## src/rtl/adc_capture_skin_if.sv

```systemverilog
// Snapshot handshake bundle for adc_capture_skin.
// Master is the capture block; slave is the consumer.
interface adc_capture_skin_if #(
    parameter int NCH   = 4,
    parameter int DW    = 16,
    parameter int CNT_W = 32
);
    logic                snap_req;
    logic                snap_ack;
    logic                snap_valid;
    logic [NCH*DW-1:0]   snap_data;
    logic [CNT_W-1:0]    snap_count;

    modport master (
        input  snap_req,
        input  snap_ack,
        output snap_valid,
        output snap_data,
        output snap_count
    );

    modport slave (
        output snap_req,
        output snap_ack,
        input  snap_valid,
        input  snap_data,
        input  snap_count
    );
endinterface

```

## src/rtl/adc_capture_skin.sv

```systemverilog
// N-channel ADC capture: input pipeline, channel masking,
// stuck-bit activity monitor and a held snapshot with req/ack.
module adc_capture_skin #(
    parameter int NCH      = 4,
    parameter int DW       = 16,
    parameter int STAGES   = 2,
    parameter int WIN_LOG2 = 16,
    parameter int CNT_W    = 32
) (
    input  logic                clk_adc,
    input  logic                clk_adc_reset_n,
    input  logic [NCH*DW-1:0]   adc_data,
    input  logic [NCH-1:0]      ch_enable,
    output logic [NCH*DW-1:0]   data_out,
    output logic                data_valid,
    output logic [CNT_W-1:0]    sample_count,
    output logic [NCH*DW-1:0]   toggle_mask,
    output logic                win_done,
    adc_capture_skin_if.master  snap
);
    localparam int W  = NCH * DW;
    localparam int FW = (STAGES > 1) ? $clog2(STAGES) : 1;

    logic [W-1:0] en_mask;

    for (genvar c = 0; c < NCH; c++) begin : g_mask
        assign en_mask[c*DW +: DW] = {DW{ch_enable[c]}};
    end

    (* magic_cdc *) logic [W-1:0] s0_q;
    logic [W-1:0] chain [STAGES];

    always_ff @(posedge clk_adc or negedge clk_adc_reset_n) begin
        if (!clk_adc_reset_n)
            s0_q <= '0;
        else if (STAGES == 1)
            s0_q <= adc_data & en_mask;
        else
            s0_q <= adc_data;
    end

    assign chain[0] = s0_q;

    // Only the last stage applies the mask so enables act with one edge.
    for (genvar g = 1; g < STAGES; g++) begin : g_stg
        logic [W-1:0] q;
        always_ff @(posedge clk_adc or negedge clk_adc_reset_n) begin
            if (!clk_adc_reset_n)
                q <= '0;
            else if (g == STAGES - 1)
                q <= chain[g-1] & en_mask;
            else
                q <= chain[g-1];
        end
        assign chain[g] = q;
    end

    assign data_out = chain[STAGES-1];

    logic [FW-1:0] fill_q;

    always_ff @(posedge clk_adc or negedge clk_adc_reset_n) begin
        if (!clk_adc_reset_n) begin
            fill_q     <= '0;
            data_valid <= 1'b0;
        end else if (!data_valid) begin
            if (fill_q == FW'(STAGES - 1))
                data_valid <= 1'b1;
            else
                fill_q <= fill_q + 1'b1;
        end
    end

    always_ff @(posedge clk_adc or negedge clk_adc_reset_n) begin
        if (!clk_adc_reset_n)
            sample_count <= '0;
        else if (data_valid)
            sample_count <= sample_count + 1'b1;
    end

    logic [W-1:0]        prev_q;
    logic [W-1:0]        acc_q;
    logic [WIN_LOG2-1:0] win_cnt_q;
    logic [W-1:0]        diff;

    assign diff = data_out ^ prev_q;

    always_ff @(posedge clk_adc or negedge clk_adc_reset_n) begin
        if (!clk_adc_reset_n) begin
            prev_q      <= '0;
            acc_q       <= '0;
            win_cnt_q   <= '0;
            toggle_mask <= '0;
            win_done    <= 1'b0;
        end else begin
            win_done <= 1'b0;
            if (data_valid) begin
                prev_q    <= data_out;
                win_cnt_q <= win_cnt_q + 1'b1;
                if (&win_cnt_q) begin
                    toggle_mask <= acc_q | diff;
                    acc_q       <= '0;
                    win_done    <= 1'b1;
                end else begin
                    acc_q <= acc_q | diff;
                end
            end
        end
    end

    typedef enum logic {
        S_IDLE,
        S_HOLD
    } state_t;

    state_t state_q;

    always_ff @(posedge clk_adc or negedge clk_adc_reset_n) begin
        if (!clk_adc_reset_n) begin
            state_q         <= S_IDLE;
            snap.snap_valid <= 1'b0;
            snap.snap_data  <= '0;
            snap.snap_count <= '0;
        end else begin
            unique case (state_q)
                S_IDLE: begin
                    if (snap.snap_req && data_valid) begin
                        snap.snap_data  <= data_out;
                        snap.snap_count <= sample_count;
                        snap.snap_valid <= 1'b1;
                        state_q         <= S_HOLD;
                    end
                end
                S_HOLD: begin
                    // An ack wins over a coincident req; the req is dropped.
                    if (snap.snap_ack) begin
                        snap.snap_valid <= 1'b0;
                        state_q         <= S_IDLE;
                    end
                end
            endcase
        end
    end
endmodule

```

## src/flat_wrapper.sv

```systemverilog
// flat-port wrapper written by rule: the top's interface ports become plain ports
module adc_capture_skin_flat 
#(
    parameter int NCH      = 4,
    parameter int DW       = 16,
    parameter int STAGES   = 2,
    parameter int WIN_LOG2 = 16,
    parameter int CNT_W    = 32
)
  (clk_adc, clk_adc_reset_n, adc_data, ch_enable, data_out, data_valid, sample_count, toggle_mask, win_done, snap_snap_req, snap_snap_ack, snap_snap_valid, snap_snap_data, snap_snap_count);
  adc_capture_skin_if #(.NCH(NCH), .DW(DW), .CNT_W(CNT_W)) snap_i ();
  input  logic clk_adc;
  input  logic clk_adc_reset_n;
  input  logic [NCH*DW-1:0] adc_data;
  input  logic [NCH-1:0] ch_enable;
  output logic [NCH*DW-1:0] data_out;
  output logic data_valid;
  output logic [CNT_W-1:0] sample_count;
  output logic [NCH*DW-1:0] toggle_mask;
  output logic win_done;
  input wire logic [$bits(snap_i.snap_req)-1:0] snap_snap_req;
  input wire logic [$bits(snap_i.snap_ack)-1:0] snap_snap_ack;
  output wire logic [$bits(snap_i.snap_valid)-1:0] snap_snap_valid;
  output wire logic [$bits(snap_i.snap_data)-1:0] snap_snap_data;
  output wire logic [$bits(snap_i.snap_count)-1:0] snap_snap_count;
  assign snap_i.snap_req = snap_snap_req;
  assign snap_i.snap_ack = snap_snap_ack;
  assign snap_snap_valid = snap_i.snap_valid;
  assign snap_snap_data = snap_i.snap_data;
  assign snap_snap_count = snap_i.snap_count;
  adc_capture_skin #(.NCH(NCH), .DW(DW), .STAGES(STAGES), .WIN_LOG2(WIN_LOG2), .CNT_W(CNT_W)) u_core (.clk_adc(clk_adc), .clk_adc_reset_n(clk_adc_reset_n), .adc_data(adc_data), .ch_enable(ch_enable), .data_out(data_out), .data_valid(data_valid), .sample_count(sample_count), .toggle_mask(toggle_mask), .win_done(win_done), .snap(snap_i));
endmodule
```

## config.mk

```make
export PLATFORM = sky130hd
export DESIGN_NAME = adc_capture_skin_flat
export DESIGN_NICKNAME = d
export VERILOG_FILES = /design/src/rtl/adc_capture_skin_if.sv /design/src/rtl/adc_capture_skin.sv /design/src/flat_wrapper.sv
export SDC_FILE = /design/constraint.sdc
export NUM_CORES = 1
export LEC_CHECK = 0
export ABC_CLOCK_PERIOD_IN_PS = 2600
export CAP_MARGIN = 5
export CORE_ASPECT_RATIO = 0.5
export CORE_MARGIN = 10
export CORE_UTILIZATION = 40
export CTS_CLUSTER_SIZE = 40
export DETAILED_ROUTE_END_ITERATION = 10
export GPL_TIMING_DRIVEN = 0
export PLACE_DENSITY = 0.71
export SYNTH_ARGS = -nofsm -noshare
export SYNTH_HDL_FRONTEND = slang
export SYNTH_SLANG_ARGS = --single-unit
```

## constraint.sdc

```tcl
create_clock -name clk_adc -period 2.6 [get_ports clk_adc]
set_clock_uncertainty 0.15 [all_clocks]
set_input_delay 0.52 -clock clk_adc [delete_from_list [all_inputs] [get_ports clk_adc]]
set_output_delay 0.52 -clock clk_adc [all_outputs]
set_load 0.05 [all_outputs]
```

==> summary.txt, run 1 <==
Placed design
  • DP HPWL: 30,400 µm
  • # port buffers: 330
  • GPL Wtd Cong: approximately 0.75
  • Post-place instance area: between 20,000 and 25,000 µm²
  • Placed insts: 2,179

Yosys
  • YS warnings: 0
  • Synth async-reset ratio: 1.00
  • Largest cells by area after synthesis: dfrtp_1 67%, mux2_2 10%, mux2i_1 3.7%
  • Synth Register Bits: ~470
  • Main combinational cell family by area after synthesis: multiplexers
  • Compound-Gate Fraction of Synth Area: 0.0197
  • Adder-Cell Fraction of Synth Area: 0.00144
  • Avg Cell Area, Syn: between 10 and 15 µm²
  • Cell taking the most area after synthesis: dfrtp_1
  • Mapped Nets: around 1,300
  • Synth Instances: 1,268
  • Post-Synth XOR/XNOR Area: 0.0554
  • Synth top area share: 0.675
  • Top_reg_cell synth: dfrtp_1
  • Synth Area in Simple Gates: 0.0796
  • EDFF count, synth: 0
  • Post-synthesis mux area share: 0.140
  • Post-Syn Area: approximately 17,000 µm²
  • Netlist cell types: 30
  • Sequential area share after synthesis: 0.675

Clock tree
  • Clock Pin Slew Worst Setup and Hold Paths: about 60 ps
  • Max clock buf depth: 3
  • CTS tree: built
  • Worst-Skew Late Latency: 550 ps
  • H-tree Lvls: 2
  • Root Buffer: clkbuf_16
  • CTS buffer count: 42
  • Clk sinks: about 470
  • Post-CTS Setup Bufs: 0

Floorplanning
  • Core area: 42,400 µm²
  • Die Wd: roughly 310 µm
  • Core Rows: 53
  • Die Area: 52,700 µm²
  • Initial Utilization: 0.410
  • Die Y: 167 µm
  • I/O pin count: 331

Finish
  • Layout cell share with drive strength beyond 1: 0.150
  • Final net count: roughly 1,700
  • Diodes inserted: 0
  • Final Cell Area: 22,900 µm²
  • Area grow syn2layout: 31.6%
  • Fillers: 3,528
  • Layout Cells excl Fill: approximately 2,300

GRT
  • Grt ovf: 0
  • Initial antenna violation count: 0
  • Overall Global Routing Usage: 0.157
  • Vias in the first global route: 10,900
  • First-pass GRT wire length: approximately 65,000 µm
  • Pin count of the biggest net entering global routing: about 110

Timing
  • Tcrit/Tclk final: 0.983
  • Final Max Tran Viols: 0
  • Final hold vios: between 90 and 100
  • Slew HR: 0.434
  • Fmax: 391 MHz
  • Final setup viols: 0
  • Hold slack: -151 ps
  • Tightest Pin Transition: 848 ps
  • Min Tclk post-route: between 2000 and 3000 ps
  • RSZ-0062 raised after global routing: false

Setup path
  • CP Data Arrival Time: ~1900 ps
  • Max incr delay on CP: around 880 ps
  • WP buf/inv: 1
  • Crit path max fanout: 6
  • Crit Reg-Reg Startpoint: u_core.data_valid$_DFF_PN0_
  • Critical Path Source Type: flop
  • Worst path cell trace: clkdlybuf4s50_1
  • CP max-delay cell: clkdlybuf4s50_1
  • Critical R2R Capture: u_core.snap.snap_data[0]$_DFFE_PN0P_
  • R2r setup slk: slightly above 300 ps
  • Setup CP Type: flop to output pin
  • CP top delay family: buffers and inverters
  • Critical path endpoint category: output pin
  • Reg2reg path depth: 3
  • Critical Path RT: around 1900 ps

Drt
  • Via density per instance: 4.62
  • Vias: slightly above 10,000
  • Avg WL per Cell: 18.6 µm
  • Drt first pass iters: 4
  • WL final: around 42,000 µm
  • Iter 0 DRT Violations: between 600 and 700
  • DRC: 0
  • Routed Antenna Nets: 0

Power and ir drop
  • Max IR drop VDD: a little over 0.4 mV
  • Lkg Pwr: slightly above 10 nW
  • Power Density: between 700 and 800 nW/µm²

Hold path
  • Hold crit path type: primary input to async pin

Status
  • Violated checks: negative hold slack
  • Status: finished, violations left

Run
  • Max-Cap Viols: 0
==> synthesized netlist by cell type, drive strengths merged, types with 4 or more instances <==
library cell and count:
nor3 7, mux2i 64, mux2 160, nand4 18, clkbuf 18, buf 28
a21oi 64, xor2 72, and3 7, nand2 21, inv 68, and4 4
and2 64, nand3 18, nor2 136, xnor2 38, dfrtp 469
==> layout make-up <==
type	instances	area [µm²]	share of cell area
clock inverters	12	146	0.00640
inverters	68	255	0.0112
plain buffers	45	243	0.0106
clock buffers	60	1200	0.0524
flip-flops and latches	469	11700	0.513
well taps	577	722	0.0315
multi-input cells	685	5160	0.226
repair buffers	334	3430	0.150
==> what timing repair did <==
item / in CTS / in global routing
endpoints found under the setup margin: 76 / 13
gates resized for setup: 7 / 8
endpoints found under the hold margin: 92 / 92
==> metal layers <==
metal	routed length, µm	vias to the layer above	GRT usage
met5	0	-	0
met1	16200	5279	0.177
met4	944	0	0.0406
met3	1190	59	0.0251
li1	-	4927	-
met2	23400	126	0.301
==> sequential cells by signal, summed over array words and instances (netlist names) <==
signal and count:
u_core.toggle_mask 64, u_core.sample_count 32, u_core.state_q 1, u_core.data_out 64, u_core.win_cnt_q 16, u_core.snap.snap_data 64
u_core.snap.snap_count 32, u_core.snap.snap_valid 1, u_core.acc_q 64, u_core.s0_q 64, u_core.prev_q 64, u_core.data_valid 1
u_core.fill_q 1, u_core.win_done 1
==> worst max path at each step <==
stage / from / end / slack [ps] / cells past startpoint
finish: u_core.sample_count[25]$_DFFE_PN0P_ / sample_count[25] / 40 / 1
global route: u_core.sample_count[25]$_DFFE_PN0P_ / sample_count[25] / 2 / 1
CTS: u_core.sample_count[6]$_DFFE_PN0P_ / sample_count[6] / 5 / 1
detailed placement: snap_snap_req / u_core.snap.snap_data[7]$_DFFE_PN0P_ / -750 / 5
global placement: clk_adc_reset_n / u_core.snap.snap_data[25]$_DFFE_PN0P_ / -20020 / 1
floorplan: u_core.sample_count[8]$_DFFE_PN0P_ / u_core.sample_count[20]$_DFFE_PN0P_ / 470 / 5
==> through the flow <==
| stage | utilization | total power (W) | setup slack [ps] | TNS (ps) |
|---|---|---|---|---|
| floorplan | - | 0.00927 | 467 | 0 |
| global placement | 0.505 | 0.0102 | -20020 | -9391970 |
| detailed placement | 0.507 | 0.0102 | -747 | -50240 |
| CTS | 0.539 | 0.0165 | 5.37 | 0 |
| global route | 0.539 | 0.0169 | 1.81 | 0 |
| finish | 0.539 | 0.0163 | 44.2 | 0 |
==> placed cells by master, fill, tap and decap left out, types with 7 or more instances in the layout <==
| cell type | instances |
|---|---|
| inv_1 | 68 |
| dfrtp_1 | 469 |
| clkbuf_16 | 43 |
| nand2_1 | 21 |
| nand4_1 | 17 |
| nand3_1 | 17 |
| clkdlybuf4s50_1 | 317 |
| a21oi_1 | 64 |
| clkbuf_1 | 27 |
| buf_6 | 7 |
| xnor2_1 | 38 |
| mux2i_1 | 64 |
| mux2_2 | 160 |
| nor2_1 | 136 |
| and2_1 | 64 |
| and3_1 | 7 |
| xor2_1 | 72 |
| buf_1 | 9 |
| buf_2 | 10 |
==> power by group <==
| group | internal, W | switching, W | leakage [nW] |
|---|---|---|---|
| Sequential | 0.00765 | 0.000217 | 5.79 |
| Combinational | 0.000804 | 0.00140 | 3.71 |
| Clock | 0.00351 | 0.00268 | 0.665 |
==> kinds of logic (layout without fill, tap and decap cells) <==
logic type,count (synthesis),after routing
flip-flops,469,469
XOR/XNOR,110,110
AO/OA/AOI/OAI,68,68
buffers and inverters,114,519
AND/OR/NAND/NOR,281,281
adder cells (fa/ha/maj),2,2
multiplexers,224,224
Note: power is estimated with default switching activity, not from simulation.
==> inputs of run 2 (changes only) <==
- ABC_CLOCK_PERIOD_IN_PS: 2600 -> 2300
- CTS_CLUSTER_SIZE: 40 -> 30
- PLACE_DENSITY: 0.71 -> 0.74
- clock period: 2.6 -> 2.3 ns (I/O delays scaled with it)
==> summary.txt, run 2 (synthesis results as in run 1) <==
Floorplanning
  • Die Wd: roughly 310 µm
  • I/O pin count: 331
  • Initial Utilization: 0.410
  • Core area: approximately 42,000 µm²
  • Die Area: around 53,000 µm²
  • Core Rows: 53
  • Die Y: about 170 µm

Placed design
  • GPL Wtd Cong: about 0.76
  • Pre-CTS setup slack: -835 ps
  • DP HPWL: just over 30,000 µm
  • # port buffers: 330
  • Post-place instance area: approximately 22,000 µm²

GRT
  • Pin count of the biggest net entering global routing: ~130
  • Vias in the first global route: between 10,000 and 15,000
  • Initial antenna violation count: 2
  • Overall Global Routing Usage: 0.159
  • Grt ovf: 0
  • First-pass GRT wire length: 65,800 µm

Timing
  • RSZ-0062 raised after global routing: false
  • Worst setup margin: roughly 60 ps
  • Final Max Tran Viols: 0
  • Fmax: between 400 and 500 MHz
  • Final setup TNS: 0 ps
  • Final hold vios: 0
  • Min Tclk post-route: roughly 2200 ps
  • Slew HR: 0.275
  • Final setup viols: 0
  • Tcrit/Tclk final: 0.974
  • Tightest Pin Transition: approximately 1100 ps

Clock tree
  • Root Buffer: clkbuf_16
  • H-tree Lvls: 2
  • Post-CTS Setup Bufs: 0
  • Clk sinks: about 470
  • CTS tree: built
  • Max clock buf depth: 3
  • CTS buffer count: 42
  • Clock Pin Slew Worst Setup and Hold Paths: ~70 ps
  • Worst-Skew Late Latency: 550 ps

Setup path
  • Worst path cell trace: clkdlybuf4s15_1
  • Crit path max fanout: 7
  • Reg2reg path depth: 3
  • WP buf/inv: 1
  • Critical Path RT: between 1500 and 2000 ps
  • CP Data Arrival Time: 1630 ps
  • Critical path endpoint category: output pin
  • Setup CP Type: flop to output pin
  • Critical Path Source Type: flop
  • Max incr delay on CP: ~570 ps
  • CP max-delay cell: clkdlybuf4s15_1
  • Number of cells on the critical path: 1
  • CP top delay family: buffers and inverters

Finish
  • Area grow syn2layout: 30.3%
  • Final net count: between 1,500 and 2,000
  • Most common cell after layout, fill and taps aside: dfrtp_1
  • Multi-input logic area: about 5200 µm²
  • Most frequent cells in the layout: 469 x dfrtp_1, 256 x dlygate4sd2_1, 160 x mux2_2, 135 x nor2_1, 72 x xor2_1
  • Register area: roughly 12,000 µm²
  • Final Cell Area: between 20,000 and 25,000 µm²
  • Util after Layout: 0.534
  • Layout cell share with drive strength beyond 1: 0.161
  • Fillers: around 3,700

Drt
  • Via density per instance: 4.66
  • WL final: 43,100 µm
  • Vias: approximately 11,000
  • Drt first pass iters: 4
  • Routed Antenna Nets: 0
  • Avg WL per Cell: around 19 µm
  • DRC: 0
  • Iter 0 DRT Violations: ~640

Run
  • Max-Cap Viols: 0

Hold path
  • Hold path depth: 1
  • Hold crit path type: primary input to flop

Power and ir drop
  • Power Density: slightly above 800 nW/µm²
  • Max IR drop VDD: just under 0.5 mV
  • Lkg Pwr: approximately 11 nW

Status
  • Status: complete, no violations
==> run 2: cell types whose count changed in the layout (fill, tap and decap cells not counted), sizes merged <==
cell,before,now
dlygate4sd3,0,2
clkbuf,77,76
clkinvlp,0,7
dlymetal6s2s,6,0
clkdlybuf4s50,317,70
buf,33,32
dlygate4sd2,6,256
bufinv,3,2
clkdlybuf4s15,0,2
diode,0,2
clkinv,7,8
==> run 2: timing repair <==
action | 4_1_cts | 5_1_grt
hold endpoints to repair | 23 | 0
resized for setup | 263 | 15
gates cloned | 0 | 1
pin swaps | 0 | 0
hold buffers | 2 | 0
endpoints found under the setup margin | 405 | 170
==> run 2: worst register-to-register path: stages, from the launching register on <==
cell	delay, ps
dfrtp_1	530
buf_2	390
buf_1	600
mux2_2	410
==> run 2: metrics by stage <==
| stage | total power (W) | hold slack (ps) | instances |
|---|---|---|---|
| CTS | 0.0185 | 161 | 2255 |
| finish | 0.0183 | 191 | 2258 |
| global placement | 0.0115 | 286 | 2175 |
| detailed placement | 0.0116 | 174 | 2179 |
| global route | 0.0190 | 170 | 2258 |
| floorplan | 0.0105 | 14.4 | 1268 |
==> run 2: per-layer routing <==
| layer | up-vias | global-route usage | wire, µm |
|---|---|---|---|
| met5 | - | 0 | 0 |
| met4 | 0 | 0.0548 | 1290 |
| met2 | 149 | 0.304 | 24000 |
| met1 | 5344 | 0.176 | 16500 |
| li1 | 4958 | - | - |
| met3 | 63 | 0.0257 | 1210 |
==> run 2: final timing paths <==
kind | startpoint | endpoint | slack (ps)
max reg2reg | u_core.data_valid$_DFF_PN0_ | u_core.prev_q[15]$_DFFE_PN0P_ | 100
min reg2reg | u_core.s0_q[58]$_DFF_PN0_ | u_core.data_out[58]$_DFF_PN0_ | 300
min | adc_data[32] | u_core.s0_q[32]$_DFF_PN0_ | 190
max in group asynchronous | clk_adc_reset_n | u_core.snap.snap_count[8]$_DFFE_PN0P_ | 140
min in group asynchronous | clk_adc_reset_n | u_core.s0_q[7]$_DFF_PN0_ | 440
max | u_core.sample_count[4]$_DFFE_PN0P_ | sample_count[4] | 60
==> run 2: layout make-up <==
type | instances | area share
buffer | 45 | 0.0110
tap | 577 | 0.0319
antenna | 2 | 0.000221
sequential | 469 | 0.518
clock inverter | 19 | 0.00751
inverter | 68 | 0.0113
multi-input combinational | 685 | 0.228
timing repair buffer | 337 | 0.139
clock buffer | 56 | 0.0536
==> run 2: power by group <==
group / total [W] / switching, W / internal [W]
clock network: 0.00710 / 0.00314 / 0.00396
logic: 0.00232 / 0.00160 / 0.000717
registers: 0.00887 / 0.000232 / 0.00864
